==> src/rtl/iter_shift_unit_if.sv <==
// Handshake and data bundle between the EX-stage requester and the
// iterative shift sequencer.
interface iter_shift_unit_if;
    logic        start;
    logic [1:0]  op;
    logic [4:0]  shamt;
    logic [31:0] data_in;
    logic [31:0] result;
    logic        busy;
    logic        done;

    // Requester side: issues shifts, watches busy/done/result.
    modport master (
        output start, op, shamt, data_in,
        input  result, busy, done
    );

    // Sequencer side.
    modport slave (
        input  start, op, shamt, data_in,
        output result, busy, done
    );
endinterface

==> src/rtl/iter_shift_unit.sv <==
// Multi-cycle shift sequencer for SLL/SRL/SRA. A working register is
// stepped by 2 (or 1 for the final odd bit) each cycle under a small
// IDLE/SHIFT/DONE FSM, replacing a full barrel shifter. Busy stalls the
// pipeline while a shift is in flight; Done pulses for one cycle when
// Result has been loaded.
module iter_shift_unit (
    input  logic               clk_i,
    input  logic               rst_i,
    iter_shift_unit_if.slave   bus
);

    typedef enum logic [1:0] {
        ST_IDLE  = 2'd0,
        ST_SHIFT = 2'd1,
        ST_DONE  = 2'd2
    } state_t;

    localparam logic [1:0] OP_SLL = 2'b00;
    localparam logic [1:0] OP_SRL = 2'b01;
    localparam logic [1:0] OP_SRA = 2'b10;

    state_t      state_q, state_d;
    logic [31:0] w_q, w_d;
    logic [4:0]  r_q, r_d;
    logic [1:0]  l_q, l_d;
    logic [31:0] result_q, result_d;

    logic        two_step;
    logic [4:0]  r_next;
    logic [31:0] w_shifted;

    // One shift step of 1 or 2 bit positions. For SRA both vacated bits
    // take the sign bit of the value before the step.
    function automatic logic [31:0] shift_step(input logic [31:0] w,
                                               input logic [1:0]  op,
                                               input logic        two);
        logic [31:0] res;
        case (op)
            OP_SLL:  res = two ? {w[29:0], 2'b00} : {w[30:0], 1'b0};
            OP_SRL:  res = two ? {2'b00, w[31:2]} : {1'b0, w[31:1]};
            OP_SRA:  res = two ? {w[31], w[31], w[31:2]} : {w[31], w[31:1]};
            default: res = w;
        endcase
        return res;
    endfunction

    // Step size and the datapath result for the current SHIFT cycle.
    always_comb begin
        two_step  = (r_q >= 5'd2);
        r_next    = r_q - (two_step ? 5'd2 : 5'd1);
        w_shifted = shift_step(w_q, l_q, two_step);
    end

    // Next-state and datapath-load decisions.
    always_comb begin
        state_d  = state_q;
        w_d      = w_q;
        r_d      = r_q;
        l_d      = l_q;
        result_d = result_q;
        case (state_q)
            ST_IDLE, ST_DONE: begin
                if (bus.start) begin
                    w_d = bus.data_in;
                    r_d = bus.shamt;
                    l_d = bus.op;
                    if ((bus.shamt == 5'd0) || (bus.op == 2'b11)) begin
                        result_d = bus.data_in;
                        state_d  = ST_DONE;
                    end else begin
                        state_d  = ST_SHIFT;
                    end
                end else begin
                    state_d = ST_IDLE;
                end
            end
            ST_SHIFT: begin
                // A new start here is deliberately ignored, not queued.
                w_d = w_shifted;
                r_d = r_next;
                if (r_next == 5'd0) begin
                    result_d = w_shifted;
                    state_d  = ST_DONE;
                end
            end
            default: state_d = ST_IDLE;
        endcase
    end

    // State and datapath registers; reset discards any in-flight shift.
    always_ff @(posedge clk_i) begin
        if (rst_i) begin
            state_q  <= ST_IDLE;
            w_q      <= 32'd0;
            r_q      <= 5'd0;
            l_q      <= 2'b00;
            result_q <= 32'd0;
        end else begin
            state_q  <= state_d;
            w_q      <= w_d;
            r_q      <= r_d;
            l_q      <= l_d;
            result_q <= result_d;
        end
    end

    // Outputs are registered or decoded from state only.
    always_comb begin
        bus.busy   = (state_q == ST_SHIFT);
        bus.done   = (state_q == ST_DONE);
        bus.result = result_q;
    end

endmodule

==> src/flat_wrapper.sv <==
// flat-port wrapper written by rule: the top's interface ports become plain ports
module iter_shift_unit_flat 
  (clk_i, rst_i, bus_start, bus_op, bus_shamt, bus_data_in, bus_result, bus_busy, bus_done);
  iter_shift_unit_if bus_i ();
  input  logic clk_i;
  input  logic rst_i;
  input wire logic [$bits(bus_i.start)-1:0] bus_start;
  input wire logic [$bits(bus_i.op)-1:0] bus_op;
  input wire logic [$bits(bus_i.shamt)-1:0] bus_shamt;
  input wire logic [$bits(bus_i.data_in)-1:0] bus_data_in;
  output wire logic [$bits(bus_i.result)-1:0] bus_result;
  output wire logic [$bits(bus_i.busy)-1:0] bus_busy;
  output wire logic [$bits(bus_i.done)-1:0] bus_done;
  assign bus_i.start = bus_start;
  assign bus_i.op = bus_op;
  assign bus_i.shamt = bus_shamt;
  assign bus_i.data_in = bus_data_in;
  assign bus_result = bus_i.result;
  assign bus_busy = bus_i.busy;
  assign bus_done = bus_i.done;
  iter_shift_unit u_core (.clk_i(clk_i), .rst_i(rst_i), .bus(bus_i));
endmodule
==> config.mk <==
export PLATFORM = sky130hd
export DESIGN_NAME = iter_shift_unit_flat
export DESIGN_NICKNAME = d
export VERILOG_FILES = /design/src/rtl/iter_shift_unit_if.sv /design/src/rtl/iter_shift_unit.sv /design/src/flat_wrapper.sv
export SDC_FILE = /design/constraint.sdc
export NUM_CORES = 1
export LEC_CHECK = 0
export CAP_MARGIN = 20
export CORE_AREA = 2 2 99 101
export DETAILED_ROUTE_END_ITERATION = 8
export DIE_AREA = 0 0 101 103
export GPL_ROUTABILITY_DRIVEN = 1
export PLACE_DENSITY = 0.82
export SLEW_MARGIN = 40
export SYNTH_ARGS = -nofsm -noshare
export SYNTH_HDL_FRONTEND = slang
export SYNTH_SLANG_ARGS = --single-unit
==> constraint.sdc <==
create_clock -name clk_i -period 3.74 [get_ports clk_i]
set_input_delay 0.748 -clock clk_i [delete_from_list [all_inputs] [get_ports clk_i]]
set_output_delay 0.748 -clock clk_i [all_outputs]
set_load 0.005 [all_outputs]
== Yosys cells after proc, flatten, opt, wreduce, memory -nomap -nowiden ==
Index checks and enable logic that the tools add are counted.
Storage, ports and cells
  register bits after elaboration: 73
  input port bits: 42
Operators by class
  add/subtract/negate cells: 1
  magnitude comparators: 1
  equality and inequality tests: 8
  multiplexer cells: 17
  reductions and logical operators: 10
Operators with widths (count)
  two-way mux 32 bit: 5
  case mux 32 bit (2 select lines): 2
  case mux 32 bit (3 select lines): 1
  two-way mux 31 bit: 1
  two-way mux 30 bit: 1
  zero test 5 bit: 2
  case mux 5 bit (2 select lines): 1
  two-way mux 2 bit: 4
  equality test 2 bit (second input constant): 3
  greater-or-equal comparator 5 x 2 -> 1 bit (second input constant): 1
  two-way mux 5 bit: 1
  subtractor 5 bit: 1
  equality test 2 x 1 -> 1 bit (second input constant): 2
  zero test 2 bit: 2
  != test 2 x 1 -> 1 bit (second input constant): 2
  case mux 2 bit (2 select lines): 1
  AND reduction 2 bit: 2
  AND reduction 4 bit: 1
  != test 2 bit (second input constant): 1
  nonzero test 2 bit: 1
  OR reduction 2 bit: 1
  logical OR 1 bit: 1

== Longest topological paths before layout ==
Gate-level depths: netlist (run 1).
  depth in word-level cells: 6
  mapped depth: 16
  gate-level depth less buffers: 10

== Worst setup path before layout (run 1) ==
OpenSTA, ideal clock, no wires.
  path type: flip-flop to flip-flop
  from: reg u_core.r_q[2]
  to: reg u_core.result_q[9] (netlist: u_core.bus.result[9])
  setup time: 92 ps
  arrival: 3374 ps
  setup slack: 274 ps
  cell stages (with the launch flop): 16
  buffers on the path: 5
  clock period less this slack: 3466 ps
  path through: dfxtp_1 > buf_6 > or4_4 > buf_6 > clkinv_4 > buf_8 > buf_6 > ha_1 > inv_1 > fa_1 > nor2_1 > nand2_1 > o41a_1 > clkbuf_1 > or4_1 > o32ai_1
On the way
  cells in the longest elaborated chain, start to end: 6
  elaborated cells between the ends (all ways): 12
  those cells by class: add/sub (1); order compare (1); eq/ne (1); mux (7); reduce/logical (2)
RTL lines
  from (decl): line iter_shift_unit.sv:24  | logic [4:0] r_q, r_d;
  from (signal assigned): line iter_shift_unit.sv:101  | r_q <= r_d;
  greater-or-equal comparator 5 x 2 -> 1 bit: line iter_shift_unit.sv:49  | two_step = (r_q >= 5'd2);
  two-way mux 2 bit: line iter_shift_unit.sv:50  | r_next = r_q - (two_step ? 5'd2 : 5'd1);
  subtractor 5 bit: line iter_shift_unit.sv:50
  zero test 5 bit: line iter_shift_unit.sv:81  | if (r_next == 5'd0) begin
  != test 2 x 1 -> 1 bit (no source line)
  AND reduction 4 bit (no source line)
  to (signal assigned): line iter_shift_unit.sv:103  | result_q <= result_d;
  to (decl): line iter_shift_unit.sv:26  | logic [31:0] result_q, result_d;
Several ways; a longest one is shown, not always the timed one. The select of a mux whose other input is x is not followed.
A chain may end at the register's enable or synchronous reset.

== Worst setup path in the final report (run 1) ==
Same ends and word-level chain as after synthesis.

==> metrics.txt, run 1 <==
R2R Path Start=u_core.r_q[2]; synthesized instance count=568; met3 routed WL=1170 um; Ant. Diodes=0; DR DRC count=0; Seq/Total Area, Yosys=32.4%; Cells after DPL=718; Placement Setup Slack=0.493 ns; Clock transition at path regs=0.08 ns; clk root buf=clkbuf_8; FF+latch count, synth=73; wire length on met1=5940 um; final antenna-violating net count=0; flop2flop setup slack=0.47 ns; Hold WS=0.480 ns; total of max-cap violations=0; I/O pin count=76; VDD IR max=0.222 mV; Data arrival, critical path=3.52 ns; RSZ-0062 raised after global routing=no; iteration-0 DRC count of the detailed router=492; largest area contributor in the netlist=dfxtp_1; depth of the CTS H-tree=3; fillers=877; Hold Crit Depth=2; CTS max path bufs=2; total gr overflow=0; Post-Route WL=13900 um; CTS buffer count=9; setup violators final=0; setup ws final=0.475 ns; Fin Clk Skew=0.00977 ns; Leak=1.90 nW; Tightest Pin Transition=0.742 ns; drt pass-1 iters=6; Worst R2R Path Depth=11; synth unique cells=61; Mapped Area=0.00451 mm^2; Startpoint Class=flop; Tmin final=3.27 ns; status=finished clean; nature of the critical path endpoint=flop; r2r endpoint=u_core.bus.result[9]; final period utilization=87.3%; Avg Inst Size Synth=7.94 um^2; area occupied by registers=0.00146 mm^2; Max-slew headroom=50.5%; endpoints failing hold=0; layout cell share with drive strength beyond 1=9.03%; Max Slew Vio Count=0; post_cts resized=0; P per Cell Area=470 mW/mm^2; I/O Buffers=75; highest metal used=met4; main flop type after synthesis=dfxtp_1; syn_nets=613; fin area=0.00543 mm^2; Hold/Removal Path Class=flop to flop; yosys warns=0; area share of the largest cell type after synthesis=32.4%; Die Area=0.0104 mm^2; CTS tree=built; Core Util, Final=57.4%; routed vias=4767; die boundary height=103 um; worst hold endpoint=u_core.bus.result[5]; CP max FO=22; Post-Place Cell Area=0.00527 mm^2; area delta synth->final=20.4%; Area contributors post-synth=dfxtp_1 32%, a21oi_1 6.2%, nand2_1 4.7%; worst min-delay path startpoint=u_core.bus.result[5]; DR WL met2=6520 um; initial antenna violation count=0; CTS Hold Buffers Added=0; kind of critical path=flop to flop; chip width=101 um; clk_lat worst skew=0.36 ns; Post-synth EDFFs=0; post-DP HPWL=9430 um; GR Util All Layers=26.7%; number of post-CTS setup repair buffers=0; final setup TNS=0 ns; # nets final=660; routability cong.=0.942; vias in the first global route=4428; first-pass GRT wire length=22300 um; footprint of the multi-input gates=0.00271 mm^2; Critical Path RT=3.99 ns; num rows=36; drt wl/cell=18.9 um; Initial Util=47.7%; fin cells=734; crit path from=u_core.r_q[2]; async set-reset flop share out of synthesis=0%; CTS Sinks=73; vias per cell=6.49; overall power=2.55 mW; largest net degree at the start of global routing=61; Core ar.=0.00946 mm^2; Max Fclk=306 MHz
[cells in the mapped netlist (2+ instances only)]
cell type  number
a2111oi_1       2
a211oi_1       25
a21oi_1        56
a221o_1         7
a222oi_1        2
a22o_1          4
a22oi_1         7
a311oi_1        9
a32o_1          2
and2_1          2
and3_1          2
buf_1           7
buf_2           9
buf_6           5
buf_8           2
clkbuf_1       33
dfxtp_1        73
ha_1            2
inv_1          17
mux2i_1        17
nand2_1        57
nand2_2         2
nand2b_1        3
nand3_1        29
nor2_1         43
nor2b_1         3
nor3_1          6
nor3b_1         9
nor4_1          2
o2111ai_1      10
o211ai_1       20
o21ai_0        41
o221ai_1        2
o31a_1          2
o32ai_1         7
o41a_1          2
o41ai_1        15
o41ai_2         3
or4_1           6
xnor2_1         2
[registers in the layout, summed over array words and instances (netlist names)]
name               flops
u_core.bus.result     32
u_core.l_q             2
u_core.r_q             5
u_core.state_q         2
u_core.w_q            32
[power breakdown]
part | total (mW) | switching [mW] | internal [mW]
Combinational | 1.00 | 0.588 | 0.413
Clock | 0.550 | 0.312 | 0.239
Sequential | 1.00 | 0.116 | 0.884
Total | 2.55 | 1.02 | 1.54
[cells by family after synthesis]
kind of cell	after synthesis	synth area share, %
XOR/XNOR	2	0.388
multiplexers	18	4.02
flip-flops	73	32.4
AND/OR/NAND/NOR	172	18.2
adder cells (fa/ha/maj)	3	0.998
AO/OA/AOI/OAI	225	36.0
buffers and inverters	75	8.01
[cell type report]
class	count	area share (%)
clock buffer	11	2.42
clock inverter	5	0.599
inverter	18	1.34
multi-input combinational	420	49.9
sequential	73	26.9
tap	114	2.63
timing repair buffer	93	16.2
[per-layer routing]
| metal | GRT usage (%) | vias to the layer above |
|---|---|---|
| li1 | - | 2260 |
| met1 | 36.9 | 2251 |
| met2 | 41.4 | 226 |
| met3 | 5.49 | 30 |
| met4 | 9.98 | 0 |
| met5 | 0 | - |
[worst max-delay path, cell delays in order (launching register included)]
cell and delay (ns):
dfxtp_1 0.40, or4_4 0.57, clkinv_4 0.08, ha_1 0.16, inv_1 0.05, fa_1 0.46
nor2_1 0.11, nand2_1 0.09, o41a_1 0.42, buf_4 0.22, or4_1 0.47, o32ai_1 0.14
[how the worst max path moves through the flow]
stage	endpoint	slack, ns	depth (start not counted)
after floorplan	u_core.bus.result[9]	0.27	15
after global placement	u_core.bus.result[4]	0.59	11
after detailed placement	u_core.bus.result[9]	0.49	11
after CTS	u_core.bus.result[9]	0.48	11
after global routing	u_core.bus.result[9]	0.31	11
final	u_core.bus.result[9]	0.47	11
[layout by cell type, fill, tap and decap left out, drive strengths merged, types with 9 or more instances in the layout]
cell type,synthesis,layout
a211oi,25,25
a21oi,57,57
a311oi,10,10
buf,24,19
clkbuf,33,11
clkdlybuf4s50,0,74
dfxtp,73,73
inv,17,17
mux2i,17,17
nand2,59,59
nand3,29,29
nor2,45,45
nor3b,9,9
o2111ai,10,10
o211ai,21,21
o21ai,41,41
o41ai,18,18
Note: power is estimated with default switching activity, not from simulation.
==> run 2, diff against run 1 <==
--- a/config.mk
+++ b/config.mk
@@ -5,6 +5,7 @@
 export SDC_FILE = /design/constraint.sdc
 export NUM_CORES = 1
 export LEC_CHECK = 0
+export ABC_CLOCK_PERIOD_IN_PS = 3740
 export CAP_MARGIN = 20
 export CORE_AREA = 2 2 99 101
 export DETAILED_ROUTE_END_ITERATION = 8
==> results of run 2 <==
Same layout as run 1: the final DEF is identical, and so are final timing and power.
==> run 3, diff against run 2 <==
--- a/config.mk
+++ b/config.mk
@@ -8,6 +8,7 @@
 export ABC_CLOCK_PERIOD_IN_PS = 3740
 export CAP_MARGIN = 20
 export CORE_AREA = 2 2 99 101
+export CTS_CLUSTER_SIZE = 40
 export DETAILED_ROUTE_END_ITERATION = 8
 export DIE_AREA = 0 0 101 103
 export GPL_ROUTABILITY_DRIVEN = 1
==> results of run 3 <==
Same layout as run 1: the final DEF is identical, and so are final timing and power.
